===== src/rtl/apb_master_ctrl.sv =====
// APB requester: takes single read/write commands on a valid/ready port, runs
// SETUP/ACCESS on the APB bus and returns a one-cycle response with a watchdog abort.
module apb_master_ctrl #(
    parameter int ADDR_WIDTH     = 32,
    parameter int DATA_WIDTH     = 32,
    parameter int STRB_WIDTH     = DATA_WIDTH / 8,
    parameter int TIMEOUT_CYCLES = 16
) (
    input  logic                  clk,
    input  logic                  rst,
    input  logic                  req_valid,
    output logic                  req_ready,
    input  logic                  req_write,
    input  logic [ADDR_WIDTH-1:0] req_addr,
    input  logic [DATA_WIDTH-1:0] req_wdata,
    input  logic [STRB_WIDTH-1:0] req_strobe,
    output logic                  rsp_valid,
    output logic [DATA_WIDTH-1:0] rsp_rdata,
    output logic                  rsp_err,
    output logic                  rsp_timeout,
    output logic                  sel,
    output logic                  enable,
    output logic                  write,
    output logic [ADDR_WIDTH-1:0] addr,
    output logic [DATA_WIDTH-1:0] wdata,
    output logic [STRB_WIDTH-1:0] strobe,
    input  logic                  ready,
    input  logic [DATA_WIDTH-1:0] rdata,
    input  logic                  slverr
);

    typedef enum logic [1:0] {IDLE, SETUP, ACCESS} state_t;

    localparam logic [7:0] CNT_LAST = 8'(TIMEOUT_CYCLES - 1);

    state_t     state;
    logic [7:0] cnt;
    logic       timeout_hit;
    logic       done;
    logic       accept;

    // A transfer ends either on ready or when the watchdog expires; ready wins a tie.
    assign timeout_hit = (state == ACCESS) && !ready && (cnt == CNT_LAST);
    assign done        = (state == ACCESS) && (ready || timeout_hit);
    assign req_ready   = (state == IDLE) || done;
    assign accept      = req_valid && req_ready;

    always_ff @(posedge clk) begin
        if (rst) begin
            state       <= IDLE;
            cnt         <= '0;
            sel         <= 1'b0;
            enable      <= 1'b0;
            write       <= 1'b0;
            addr        <= '0;
            wdata       <= '0;
            strobe      <= '0;
            rsp_valid   <= 1'b0;
            rsp_rdata   <= '0;
            rsp_err     <= 1'b0;
            rsp_timeout <= 1'b0;
        end else begin
            rsp_valid   <= 1'b0;
            rsp_rdata   <= '0;
            rsp_err     <= 1'b0;
            rsp_timeout <= 1'b0;
            if (done) begin
                rsp_valid   <= 1'b1;
                rsp_err     <= !ready || slverr;
                rsp_timeout <= !ready;
                rsp_rdata   <= (ready && !write && !slverr) ? rdata : '0;
            end

            // A new command can only be accepted in IDLE or on the completing cycle,
            // so it always takes precedence over the return to IDLE.
            if (accept) begin
                state  <= SETUP;
                cnt    <= '0;
                sel    <= 1'b1;
                enable <= 1'b0;
                write  <= req_write;
                addr   <= req_addr;
                wdata  <= req_wdata;
                strobe <= req_strobe;
            end else if (done) begin
                state  <= IDLE;
                cnt    <= '0;
                sel    <= 1'b0;
                enable <= 1'b0;
                write  <= 1'b0;
                addr   <= '0;
                wdata  <= '0;
                strobe <= '0;
            end else begin
                case (state)
                    SETUP: begin
                        state  <= ACCESS;
                        enable <= 1'b1;
                    end
                    ACCESS:  cnt <= cnt + 8'd1;
                    default: ;
                endcase
            end
        end
    end

endmodule


===== config.mk =====
export PLATFORM = sky130hd
export DESIGN_NAME = apb_master_ctrl
export DESIGN_NICKNAME = d
export VERILOG_FILES = /design/src/rtl/apb_master_ctrl.sv
export SDC_FILE = /design/constraint.sdc
export NUM_CORES = 1
export LEC_CHECK = 0
export ABC_AREA = 1
export BUFFER_PORTS_ARGS = -buffer_cell sky130_fd_sc_hd__clkbuf_2
export CELL_PAD_IN_SITES_DETAIL_PLACEMENT = 1
export CELL_PAD_IN_SITES_GLOBAL_PLACEMENT = 1
export CORE_ASPECT_RATIO = 0.8
export CORE_MARGIN = 2
export CORE_UTILIZATION = 33
export CTS_CLUSTER_DIAMETER = 150
export DETAILED_ROUTE_END_ITERATION = 10
export GPL_TIMING_DRIVEN = 0
export PLACE_DENSITY = 0.79
export SLEW_MARGIN = 25
export SYNTH_ARGS = -nofsm -noshare
export SYNTH_HDL_FRONTEND = slang
export SYNTH_SLANG_ARGS = --single-unit

===== constraint.sdc =====
create_clock -name clk -period 2.3 [get_ports clk]
set_clock_uncertainty 0.15 [all_clocks]
set_input_delay 0.575 -clock clk [delete_from_list [all_inputs] [get_ports clk]]
set_output_delay 0.575 -clock clk [all_outputs]
set_load 0.01 [all_outputs]

==> reports/summary.txt <==
Setup TNS Final -> 0 ps
first-pass GRT wire length -> 23460 µm
die area -> 0.01428 mm²
Highest Clock Rate -> 452.6 MHz
Post-CTS Hold Buffers -> 0
sequential share of the synthesized area -> 52.33%
Clock Pin Slew Worst Setup and Hold Paths -> 50 ps
initial DRC count -> 180
Largest stage delay, worst path -> 340 ps
PwrDens -> 871.3 mW/mm²
Arrival @ worst endpoint -> 1480 ps
critical path data required time -> 1570 ps
Reg2Reg Setup Slack -> 280 ps
Initial Util -> 34.06%
Ys Warns -> 0
status -> completed
MaxCap Viol Count -> 0
slowest CP cell -> dfxtp_2
register bit count reported by yosys -> 115
H-tree Lvls -> 4
mapped cell area -> 0.004399 mm²
number of I/O pins -> 213
syn_nets -> 581
Worst Hold Class -> input pin to flip-flop
GPL Wtd Cong -> 0.8480
utilization after layout -> 48.90%
Clock Latency Late Sink -> 410 ps
CTS tree -> yes
max-slew violations -> 0
Filler cells -> 1569
Avg WL per Cell -> 16.53 µm
CP top delay family -> simple AND/OR/NAND/NOR gates
initial antenna violation count -> 0
Max Root-Sink Buffers -> 2
layout cells sized above 1 -> 44.17%
critical-path cell list -> ha_1 -> nand3_2 -> nor2_4 -> nand2_4 -> nand3_4 -> clkbuf_2
clk sinks -> 115
FP Rows -> 37
crit path max fanout -> 3
root buffer cell -> clkbuf_16
TritonCTS Buffers -> 17
Fin. Hold Viols -> 0
largest net degree at the start of global routing -> 18
core area -> 0.01292 mm²
die width -> 133.1 µm
unrepaired setup endpoints after global routing -> no
WHS -> 251.3 ps
ANT nets after route -> 0
gr ovfl total -> 0
Setup Viol. Count Final -> 0
Slew HR -> 53.61%
all-layer global routing usage -> 21.24%
Setup CP Type -> flip-flop to output pin
IO Port Bufs -> 210
Residual DRC -> 0
LEAKAGE -> 3.124 nW
Area Overhead vs Synth -> 43.57%
antenna cells -> 0
DRT Pass-1 Iters -> 4
DPL Wire Length -> 11060 µm
number of library cell types mapped by synthesis -> 24
Buf+Inv Stages, Crit Path -> 1
Critical Path End Type -> output pin
nets -> 814
worst-margin pin slew -> 695.9 ps
syn avg cell area -> 9.281 µm²
min cycle time layout -> 2209 ps
final wirelength -> 14790 µm
vias in the first global route -> 4619
via count -> 4337
startpoint types -> flip-flop
Die H -> 107.3 µm
Mapped Cells -> 474
period utilisation layout -> 96.06%
Peak VDD IR -> 0.5997 mV
via/cell ratio -> 4.846
==> flip-flops by register name (all words and copies together) (netlist names) <==
signal       flops
strobe           4
rsp_rdata       32
write            1
wdata           32
rsp_valid        1
addr            32
state            2
cnt              8
rsp_timeout      1
rsp_err          1
sel              1
==> layout make-up <==
cell class                 count  area (µm²)  share of cell area, %
sequential                   115        2305                  36.49
multi-input combinational    299        1784                  28.25
timing repair buffer         215        1089                  17.23
clock buffer                  19       452.9                  7.171
buffer                        42       244.0                  3.863
tap                          175       219.0                  3.467
clock inverter                13       158.9                  2.516
inverter                      17       63.81                  1.010
==> placed cells by master, fill, tap and decap left out <==
master / instances
nand2_4: 5
nand3_2: 1
nand3_1: 72
buf_2: 9
nand3b_1: 1
nand4_1: 70
xor2_1: 5
nor2_1: 15
buf_4: 17
nand3_4: 1
clkinvlp_4: 6
clkinv_4: 1
o21ai_0: 1
dfxtp_2: 2
clkinv_2: 3
buf_6: 4
clkbuf_2: 210
ha_1: 1
clkbuf_1: 17
nor3b_1: 2
nand2_2: 1
inv_1: 14
inv_2: 3
nor2_4: 3
nor3b_2: 30
nand2_1: 87
clkbuf_16: 17
clkbuf_8: 2
bufinv_16: 3
nor3_1: 1
dfxtp_1: 113
a21oi_1: 3
==> routing by layer <==
metal  track usage (%)  routed length, µm  up-vias
met5                 0                  0        -
met1             24.10               6065     2033
met3             7.062               1077       21
met4             7.911                250        0
li1                  -                  -     2106
met2             37.34               7397      177
==> synth_stat cells, drive strengths merged <==
| cell type | count | area share (%) |
|---|---|---|
| ha | 1 | 0.28 |
| nor3b | 32 | 8.9 |
| o21ai | 1 | 0.11 |
| nor3 | 1 | 0.11 |
| dfxtp | 115 | 52 |
| clkbuf | 17 | 1.5 |
| nand2 | 93 | 8.8 |
| nand3b | 1 | 0.17 |
| nand3 | 74 | 8.8 |
| xor2 | 5 | 1.0 |
| nand4 | 70 | 10 |
| inv | 17 | 1.5 |
| a21oi | 3 | 0.34 |
| nor2 | 18 | 2.0 |
| buf | 26 | 4.2 |
==> path summary, 6_finish.rpt <==
kind / from / to / depth (start not counted)
min reg2reg: addr[27] / addr[27] / 2
min: rdata[29] / rsp_rdata[29] / 2
max: cnt[0] / req_ready / 6
max reg2reg: cnt[0] / addr[24] / 10
==> logic make-up (layout without fill, tap and decap cells) <==
family,Yosys count,in the layout,synth area share [%]
compound gates,4,4,0.4549
xor+xnor,5,5,0.9954
fa+ha+maj,1,1,0.2844
buf+inv,60,306,7.110
flops,115,115,52.33
simple gates,289,289,38.82
==> power breakdown <==
part	total (W)	internal (W)	switching, W
Sequential	0.00216	0.00210	0.0000618
Combinational	0.000658	0.000259	0.000399
Clock	0.00269	0.00175	0.000933
Total	0.00550	0.00411	0.00139
==> stage by stage <==
stage	instances	worst slack, ps	power, W	cell area, µm²
floorplan	474	454.6	0.002541	4399
global placement	859	84.48	0.002829	5669
detailed placement	859	30.59	0.002854	5669
CTS	892	0.02431	0.005561	6291
global route	895	10.16	0.005748	6316
finish	895	90.59	0.005503	6316
==> what timing repair did <==
item / 4_1_cts / 5_1_grt
setup buffers: 2 / 3
setup endpoints to repair: 1 / 1
pin swaps: 1 / 2
gates resized for setup: 0 / 2
(Power assumes the default switching activity.)
